$ cat src/rtl/obs_trace_pkg.sv
// obs_trace_pkg: shared channel indices, default record layout and the
// saturating counter helper for the observation trace aligner.
package obs_trace_pkg;

  localparam int CH_PC    = 0;
  localparam int CH_INSTR = 1;
  localparam int CH_WADDR = 2;
  localparam int CH_WDATA = 3;
  localparam int CH_RADDR = 4;
  localparam int CH_RDATA = 5;

  localparam int REC_NCH = 6;
  localparam int REC_AW  = 32;

  typedef struct packed {
    logic [REC_NCH-1:0]        mask;
    logic [REC_NCH*REC_AW-1:0] args;
  } obs_rec_t;

  // Increment v, holding at the all-ones value of a w-bit counter.
  function automatic logic [31:0] sat_inc(
    input logic [31:0] v,
    input int          w
  );
    logic [31:0] top;
    top = (w >= 32) ? '1 : ((32'd1 << w) - 32'd1);
    return (v >= top) ? top : v + 32'd1;
  endfunction

endpackage

$ cat src/rtl/obs_trace_fifo.sv
// obs_trace_fifo: record FIFO with wrap-bit pointers and registered valid.
// Ports: in_valid/in_ready/in_data enqueue, out_valid/out_ready/out_data head.
module obs_trace_fifo #(
  parameter int W     = 8,
  parameter int DEPTH = 8
) (
  input  logic         clock,
  input  logic         reset_n,
  input  logic         in_valid,
  output logic         in_ready,
  input  logic [W-1:0] in_data,
  output logic         out_valid,
  input  logic         out_ready,
  output logic [W-1:0] out_data
);

  localparam int IW   = $clog2(DEPTH);
  localparam int PTRW = IW + 1;

  logic [W-1:0]    mem [DEPTH];
  logic [PTRW-1:0] wptr, rptr;
  logic [PTRW-1:0] wptr_n, rptr_n;
  logic            full, enq, deq;

  assign full = (wptr[IW] != rptr[IW]) &&
                (wptr[IW-1:0] == rptr[IW-1:0]);
  assign deq      = out_valid && out_ready;
  // A slot frees up in the same edge, so full+deq may enqueue.
  assign in_ready = !full || deq;
  assign enq      = in_valid && in_ready;
  assign wptr_n   = wptr + PTRW'(enq);
  assign rptr_n   = rptr + PTRW'(deq);
  assign out_data = mem[rptr[IW-1:0]];

  always_ff @(posedge clock or negedge reset_n) begin
    if (!reset_n) begin
      wptr      <= '0;
      rptr      <= '0;
      out_valid <= 1'b0;
      for (int i = 0; i < DEPTH; i++)
        mem[i] <= '0;
    end else begin
      wptr      <= wptr_n;
      rptr      <= rptr_n;
      out_valid <= (wptr_n != rptr_n);
      if (enq)
        mem[wptr[IW-1:0]] <= in_data;
    end
  end

endmodule

$ cat src/rtl/obs_trace_aligner.sv
// obs_trace_aligner: delays NCH cond/arg observation channels by DELAY
// cycles (squashed by flush), queues non-empty cycles as records in a FIFO.
// Ports: obs_cond/obs_arg in, flush, out_valid/out_ready/out_mask/out_args,
// overflow/drop_cnt/clr_stats; out_stamp under OBS_TRACE_CYCLE_STAMP_EN.
module obs_trace_aligner
  import obs_trace_pkg::*;
#(
  parameter int NCH   = 6,
  parameter int AW    = 32,
  parameter int DELAY = 2,
  parameter int DEPTH = 8,
  parameter int CNTW  = 16
) (
  input  logic              clock,
  input  logic              reset_n,
  input  logic [NCH-1:0]    obs_cond,
  input  logic [NCH*AW-1:0] obs_arg,
  input  logic              flush,
  output logic              out_valid,
  input  logic              out_ready,
  output logic [NCH-1:0]    out_mask,
  output logic [NCH*AW-1:0] out_args,
  output logic              overflow,
  output logic [CNTW-1:0]   drop_cnt,
  input  logic              clr_stats
`ifdef OBS_TRACE_CYCLE_STAMP_EN
  ,
  output logic [31:0]       out_stamp
`endif
);

`ifdef OBS_TRACE_CYCLE_STAMP_EN
  localparam int SW = 32;
`else
  localparam int SW = 0;
`endif
  localparam int PW = NCH * AW;
  localparam int RW = NCH + PW + SW;

  logic [PW-1:0]  in_args;
  logic [NCH-1:0] dl_mask;
  logic [PW-1:0]  dl_args;
  logic [RW-1:0]  fifo_in, fifo_out;
  logic           enq_req, fifo_ready, drop;

  always_comb begin
    in_args = '0;
    for (int i = 0; i < NCH; i++)
      in_args[i*AW +: AW] = obs_cond[i] ? obs_arg[i*AW +: AW] : '0;
  end

`ifdef OBS_TRACE_CYCLE_STAMP_EN
  logic [31:0] cyc_q;
  logic [31:0] dl_stamp;

  always_ff @(posedge clock or negedge reset_n) begin
    if (!reset_n)
      cyc_q <= '0;
    else
      cyc_q <= cyc_q + 32'd1;
  end
`endif

  if (DELAY == 0) begin : g_pass
    // The input of a flush cycle is squashed even with no delay stages.
    assign dl_mask = flush ? '0 : obs_cond;
    assign dl_args = in_args;
`ifdef OBS_TRACE_CYCLE_STAMP_EN
    assign dl_stamp = cyc_q;
`endif
  end else begin : g_line
    logic [NCH-1:0] m_q [DELAY];
    logic [PW-1:0]  a_q [DELAY];
`ifdef OBS_TRACE_CYCLE_STAMP_EN
    logic [31:0]    s_q [DELAY];
`endif

    always_ff @(posedge clock or negedge reset_n) begin
      if (!reset_n) begin
        for (int k = 0; k < DELAY; k++) begin
          m_q[k] <= '0;
          a_q[k] <= '0;
`ifdef OBS_TRACE_CYCLE_STAMP_EN
          s_q[k] <= '0;
`endif
        end
      end else begin
        m_q[0] <= flush ? '0 : obs_cond;
        if (|obs_cond) begin
          a_q[0] <= in_args;
`ifdef OBS_TRACE_CYCLE_STAMP_EN
          s_q[0] <= cyc_q;
`endif
        end
        for (int k = 1; k < DELAY; k++) begin
          m_q[k] <= flush ? '0 : m_q[k-1];
          if (|m_q[k-1]) begin
            a_q[k] <= a_q[k-1];
`ifdef OBS_TRACE_CYCLE_STAMP_EN
            s_q[k] <= s_q[k-1];
`endif
          end
        end
      end
    end

    assign dl_mask = m_q[DELAY-1];
    assign dl_args = a_q[DELAY-1];
`ifdef OBS_TRACE_CYCLE_STAMP_EN
    assign dl_stamp = s_q[DELAY-1];
`endif
  end

`ifdef OBS_TRACE_CYCLE_STAMP_EN
  assign fifo_in = {dl_mask, dl_args, dl_stamp};
  assign {out_mask, out_args, out_stamp} = fifo_out;
`else
  assign fifo_in = {dl_mask, dl_args};
  assign {out_mask, out_args} = fifo_out;
`endif

  assign enq_req = |dl_mask;
  assign drop    = enq_req && !fifo_ready;

  obs_trace_fifo #(
    .W     (RW),
    .DEPTH (DEPTH)
  ) u_fifo (
    .clock     (clock),
    .reset_n   (reset_n),
    .in_valid  (enq_req),
    .in_ready  (fifo_ready),
    .in_data   (fifo_in),
    .out_valid (out_valid),
    .out_ready (out_ready),
    .out_data  (fifo_out)
  );

  // A clear wins over a drop landing in the same cycle.
  always_ff @(posedge clock or negedge reset_n) begin
    if (!reset_n) begin
      overflow <= 1'b0;
      drop_cnt <= '0;
    end else if (clr_stats) begin
      overflow <= 1'b0;
      drop_cnt <= '0;
    end else if (drop) begin
      overflow <= 1'b1;
      drop_cnt <= CNTW'(sat_inc(32'(drop_cnt), CNTW));
    end
  end

endmodule

$ cat config.mk
export PLATFORM = sky130hd
export DESIGN_NAME = obs_trace_aligner
export DESIGN_NICKNAME = d
export VERILOG_FILES = /design/src/rtl/obs_trace_pkg.sv /design/src/rtl/obs_trace_fifo.sv /design/src/rtl/obs_trace_aligner.sv
export SDC_FILE = /design/constraint.sdc
export NUM_CORES = 2
export LEC_CHECK = 0
export ABC_AREA = 1
export BUFFER_PORTS_ARGS = -buffer_cell sky130_fd_sc_hd__buf_2
export CORE_MARGIN = 2
export CORE_UTILIZATION = 50
export CTS_CLUSTER_SIZE = 28
export DETAILED_ROUTE_END_ITERATION = 8
export PLACE_DENSITY = 0.67
export SYNTH_ARGS = -nofsm -noshare
export SYNTH_HDL_FRONTEND = slang
export SYNTH_HIERARCHICAL = 1
export SYNTH_SLANG_ARGS = --single-unit
$ cat constraint.sdc
create_clock -name clock -period 4.4 [get_ports clock]
set_input_delay 0.44 -clock clock [delete_from_list [all_inputs] [get_ports clock]]
set_output_delay 0.44 -clock clock [all_outputs]
set_load 0.01 [all_outputs]
Yosys cells after proc, flatten, opt, wreduce, memory -nomap -nowiden
Index checks and enable logic that the tools add are counted.
{"block": "op_classes", "add_sub_neg": 3, "n_eq_ne": 3, "order_cmp": 4, "n_reduce_logical": 12, "bitwise": 2, "muxes": 19}
{"cell": "1584-bit bitwise mux", "count": 1}
{"cell": "198-bit binary-select mux with 3-bit select", "count": 1}
{"cell": "198-bit demux with 3-bit select", "count": 1}
{"cell": "198-bit 2-to-1 mux", "count": 3}
{"cell": "32-bit 2-to-1 mux", "count": 6}
{"cell": "16-bit 2-to-1 mux", "count": 3}
{"cell": "6-bit OR reduction", "count": 3}
{"cell": "16-bit by 1-bit adder with 16-bit output, second input constant", "count": 1}
{"cell": "16-bit greater-or-equal comparator, second input constant", "count": 1}
{"cell": "6-bit 2-to-1 mux", "count": 2}
{"cell": "4-bit by 1-bit adder with 4-bit output", "count": 2}
{"cell": "4-bit greater-or-equal comparator, second input constant", "count": 2}
{"cell": "3-bit NOT with 4-bit output", "count": 2}
{"cell": "1-bit logical AND", "count": 5}
{"cell": "4-bit by 1-bit < comparator with 1-bit output, second input constant", "count": 1}
{"cell": "4-bit inequality test", "count": 1}
{"cell": "3-bit equality test", "count": 1}
{"cell": "1-bit zero test", "count": 2}
{"cell": "1-bit 2-to-1 mux", "count": 2}
{"cell": "2-bit nonzero test", "count": 1}
{"cell": "1-bit logical OR", "count": 1}
{"cell": "1-bit inequality test", "count": 1}
{"block": "totals", "ff_bits": 2006}

Depth between registers and ports, before layout
{"block": "depth", "word_depth": 8, "ltp_mapped": 15, "mapped_depth_nobuf": 11}

Hierarchy
Netlist, hierarchy kept.
{"mod": "obs_trace_fifo", "cells_each": 10570, "area_each_um2": 79922.9, "instances": 1, "seq_area_each_um2": 39863.2}
{"mod": "obs_trace_aligner", "cells_each": 1827, "area_each_um2": 16424.5, "instances": 1, "seq_area_each_um2": 10334.9}

Worst setup path after synthesis
No wires, ideal clock.
{"block": "synth_timing", "path_type": "flip-flop to flip-flop", "start": "register g_line.m_q (netlist bit dl_mask[3])", "end": "register u_fifo.out_valid", "n_path_buf": 3, "setup_time_ps": 122, "arrival_ps": 2051, "required_time_ps": 4278, "path_stages_with_launch": 13, "setup_slack_ps": 2227, "cell_sequence": "dfrtp_1 > nor2_1 > nand3_1 > buf_4 > buf_2 > clkbuf_1 > a21boi_0 > ha_1 > ha_1 > xor2_1 > xor2_1 > nor2_1 > nand2_1"}
{"block": "synth_between", "elab_chain_len": 4}
{"item": "from (decl)", "line_no": "obs_trace_aligner.sv:72", "text": "logic [NCH-1:0] m_q [DELAY];"}
{"item": "from (signal, indexed assignment)", "line_no": "obs_trace_aligner.sv:96", "text": "m_q[k] <= flush ? '0 : m_q[k-1];"}
{"item": "6-bit OR reduction", "line_no": "obs_trace_aligner.sv:122", "text": "assign enq_req = |dl_mask;"}
{"item": "named net enq_req", "line_no": "obs_trace_aligner.sv:44", "text": "logic enq_req, fifo_ready, drop;"}
{"item": "1-bit logical AND", "line_no": "obs_trace_fifo.sv:30", "text": "assign enq = in_valid && in_ready;"}
{"item": "4-bit by 1-bit adder with 4-bit output", "line_no": "obs_trace_fifo.sv:31", "text": "assign wptr_n = wptr + PTRW'(enq);"}
{"item": "named net u_fifo.wptr_n[2]", "line_no": "obs_trace_fifo.sv:22", "text": "logic [PTRW-1:0] wptr_n, rptr_n;"}
{"item": "4-bit inequality test", "line_no": "obs_trace_fifo.sv:45", "text": "out_valid <= (wptr_n != rptr_n);"}
{"item": "to (signal assigned)", "line_no": "obs_trace_fifo.sv:45"}
{"item": "to (decl)", "line_no": "obs_trace_fifo.sv:12", "text": "output logic out_valid,"}
The timed path passes the listed nets, and every way through them passes these cells.
A chain may end at the register's enable or synchronous reset.

Worst setup path in the final report
{"block": "layout_timing", "start": "register u_fifo.rptr[0]", "end": "output port out_args[21]"}
{"block": "layout_between", "elab_chain_len": 4}
{"item": "from (decl)", "line_no": "obs_trace_fifo.sv:21", "text": "logic [PTRW-1:0] wptr, rptr;"}
{"item": "from (signal assigned)", "line_no": "obs_trace_fifo.sv:44", "text": "rptr <= rptr_n;"}
{"item": "3-bit NOT with 4-bit output (not written as such)", "line_no": "obs_trace_fifo.sv:33", "text": "assign out_data = mem[rptr[IW-1:0]];"}
{"item": "198-bit binary-select mux with 3-bit select", "line_no": "obs_trace_fifo.sv:33"}
{"item": "198-bit 2-to-1 mux (not written as such) (2 in series)", "line_no": "obs_trace_fifo.sv:33"}
{"item": "to (decl)", "line_no": "obs_trace_aligner.sv:22", "text": "output logic [NCH*AW-1:0] out_args,"}
Every way passes these cells. The select of a mux whose other input is x is not followed.

==> impl_metrics.yaml <==
synth:
  synthArstFlopShare: 1.00
  synthFlopType: "dfrtp_1"
  syn_inst: 12400
  synth-edff-count: 0
  ys_ff_latch: 2006
  ys_warn_count: 6
  synth_nets: 12600
  ys_types: 27
  yosysSeqAreaShare: 0.521
  netlist_area_mm2: 0.0963
  synth_area_per_cell_um2: 7.77
place:
  placed_cell_area_mm2: 0.0984
  dp_slack_ns: 0.966
  gp_congestion: 0.805
  hpwl_um: 155000
  placedCellCount: 14200
  port_buffers: 418
power:
  seq_power_share: 0.359
  switching_share: 0.442
  clkPwrFrac: 0.229
  power_switching_mw: 35.2
  p_leak_nw: 54.9
  p_int_mw: 44.6
  power_density_mw_per_mm2: 742
  ir_drop_mv: 0.673
  pwr-share-comb: 0.412
die:
  die_area_mm2: 0.196
  die_w_um: 443
  initial_core_util: 0.502
  rows: 161
  core_mm2: 0.192
  io_pins: 419
  die_h_um: 443
cts:
  cts_sinks: 2006
  cts_buffer_depth: 3
  htreeDepth: 4
  cts-root-buf: "clkbuf_16"
  clk_latency_ns: 0.92
  cts_tree: "done"
  clkTransAtPathRegs_ns: 0.06
  cts_buffers: 213
job:
  cap_violations: 0
setup_path:
  critical-path-top-delay-family: "buffers and inverters"
  worst_ep_required_time_ns: 3.96
  critPathMaxFanout: 243
  critPathMaxStageDelay_ns: 0.77
  worst_r2r_path_depth: 9
  timing.rr.start: "u_fifo/rptr[0]$_DFF_PN0_"
  endpoint_kind: "output pin"
  critPathCapture: "out_args[21]"
  criticalPathCategory: "flip-flop to output pin"
  path_depth: 7
  reg2reg_to: "u_fifo/mem[822]$_DFFE_PN0P_"
  crit_arrival_ns: 4.01
  rrSetupSlack_ns: 1.08
  crit_path_start_kind: "flip-flop"
  cp-startpoint: "u_fifo/rptr[0]$_DFF_PN0_"
  critical_path_buf_inv_count: 3
  cp_cell_sequence: "inv_8 > buf_12 > o21ai_0 > o21ai_0 > nand2_1 > nand2_1 > buf_2"
  slowest_stage: "dfrtp_4"
min_path:
  hp-class: "primary input to flip-flop"
global_route:
  grt_pass1_vias: 84900
  grt_usage: 0.321
  globalRoute.totalOverflow: 0
  grt_max_degree: 265
  grt_antenna_before_repair: 7
  grt_pass1_wl_um: 500000
sta:
  worst_clock_skew_ns: 0.0521
  layout_min_cycle_time_ns: 4.45
  worst_pin_slew_ns: 1.83
  maxSlewHeadroom: -0.220
  worst_slack_ns: -0.0517
  slew_violations: 186
  finalCritPeriodShare: 1.01
  report.final.hold_viol_count: 0
  fmax_ghz: 0.225
  setup_viol: 6
drt:
  drc: 0
  drtIter0Drc: 10400
  dr.pass1.iters: 6
  wl_per_cell_um: 21.6
  routed_wirelength_um: 321000
  routed_via_density: 5.93
  ant_nets: 0
  vias: 87800
final_layout:
  layout_commonest_cell: "nand2_1"
  finalNetCount: 12300
  fin_area_mm2: 0.108
  instances_no_fill: 14800
  drive_above_1_share: 0.0772
  final_cell_mix: "nand2_1, dfrtp_1, nand4_1"
  post-route-util: 0.560
  syn_to_final_growth_pct: 11.6
outcome:
  outcome: "finished with violations"
  violations: "slew limit, setup timing"
## worst min path at each step
stage	slack, ns	startpoint	cells after the start	end
6_report	0.07	obs_cond[3]	4	g_line.a_q[316]$_DFFE_PN0P_
3_5_place_dp	0.45	u_fifo/mem[400]$_DFFE_PN0P_	2	u_fifo/mem[400]$_DFFE_PN0P_
2_1_floorplan	0.14	reset_n	0	dl_args[0]$_DFFE_PN0P_
4_1_cts	0.0009	obs_cond[3]	4	g_line.a_q[300]$_DFFE_PN0P_
3_3_place_gp	0.45	u_fifo/mem[219]$_DFFE_PN0P_	2	u_fifo/mem[219]$_DFFE_PN0P_
5_1_grt	0.06	obs_cond[3]	4	g_line.a_q[312]$_DFFE_PN0P_
## cell usage after synthesis, types with 2 or more instances
library cell / count / area [um^2]
nand2_1: 4212 / 15800
dfrtp_1: 2006 / 50200
nand4_1: 1586 / 9920
o21ai_0: 1241 / 6210
nor2_1: 1222 / 4590
clkbuf_1: 582 / 2180
inv_1: 420 / 1580
o21ai_1: 348 / 1740
buf_2: 306 / 1530
clkbuf_2: 197 / 986
buf_1: 147 / 552
buf_4: 34 / 255
buf_6: 25 / 282
nand3_1: 22 / 110
xor2_1: 10 / 87.6
nand3_2: 8 / 80.1
nor3_1: 6 / 30.0
xnor2_1: 6 / 52.6
ha_1: 5 / 62.6
inv_2: 4 / 15.0
nor2_2: 3 / 18.8
a21oi_1: 2 / 10.0
## flip-flops by register name, summed over array words and instances, names as in the netlist
signal / flops
overflow: 1
u_fifo/rptr: 4
u_fifo/mem: 1584
dl_args: 192
u_fifo/wptr: 4
g_line.m_q: 6
u_fifo/out_valid: 1
g_line.a_q: 192
dl_mask: 6
drop_cnt: 16
## timing repair
action	in CTS	in global routing
buffers inserted	0	0
endpoints found under the hold margin	305	0
setup endpoints to repair	0	7
gates resized for setup	0	4
hold buffers	196	0
## routing by layer
| layer | up-vias | global-route usage | share of wire |
|---|---|---|---|
| li1 | 40200 | - | - |
| met1 | 42600 | 0.436 | 0.41 |
| met2 | 4283 | 0.508 | 0.46 |
| met3 | 750 | 0.0496 | 0.085 |
| met4 | 2 | 0.145 | 0.045 |
| met5 | - | 0 | 0.000028 |
## area by class of cell
class / instances / area, um^2
clock buffer: 330 / 6300
timing repair buffer: 785 / 6530
inverter: 424 / 1610
sequential: 2006 / 50200
clock inverter: 65 / 820
tap: 2526 / 3160
fill: 17500 / 84400
multi-input combinational: 8676 / 38900
antenna: 2 / 5.00
## power groups by stage
stage	registers, mW	logic (mW)	clock network, mW
floorplan	27.3	21.1	0
global placement	28.5	31.7	0
detailed placement	28.8	32.2	0
CTS	28.5	32.5	18.5
global route	29.4	36.1	19.3
finish	28.6	32.9	18.3
## tightest hold or removal path, cell delays in order
cell	delay, ns
buf_2	0.09
buf_4	0.24
nand2_1	0.09
o21ai_1	0.05
## through the flow
step / hold slack [ns] / power, mW / TNS [ns]
floorplan: 0.144 / 48.5 / 0
global placement: 0.447 / 60.3 / 0
detailed placement: 0.453 / 61.0 / 0
CTS: 0.000858 / 79.5 / 0
global route: 0.0600 / 84.7 / -0.0100
finish: 0.0733 / 79.8 / -0.229
## cells by family (layout without fill, tap and decap cells)
group	count (synthesis)	after routing	share of synthesized area
AOI/OAI and AO/OA	1592	1592	0.0827
xor gates and xnor gates	16	16	0.00145
adders and majority gates	5	5	0.000649
buffers and inverters	1715	1604	0.0766
DFF	2006	2006	0.521
other	0	2	0
and+or+nand+nor	7063	7063	0.318
Power figures use the tool's default switching activity.
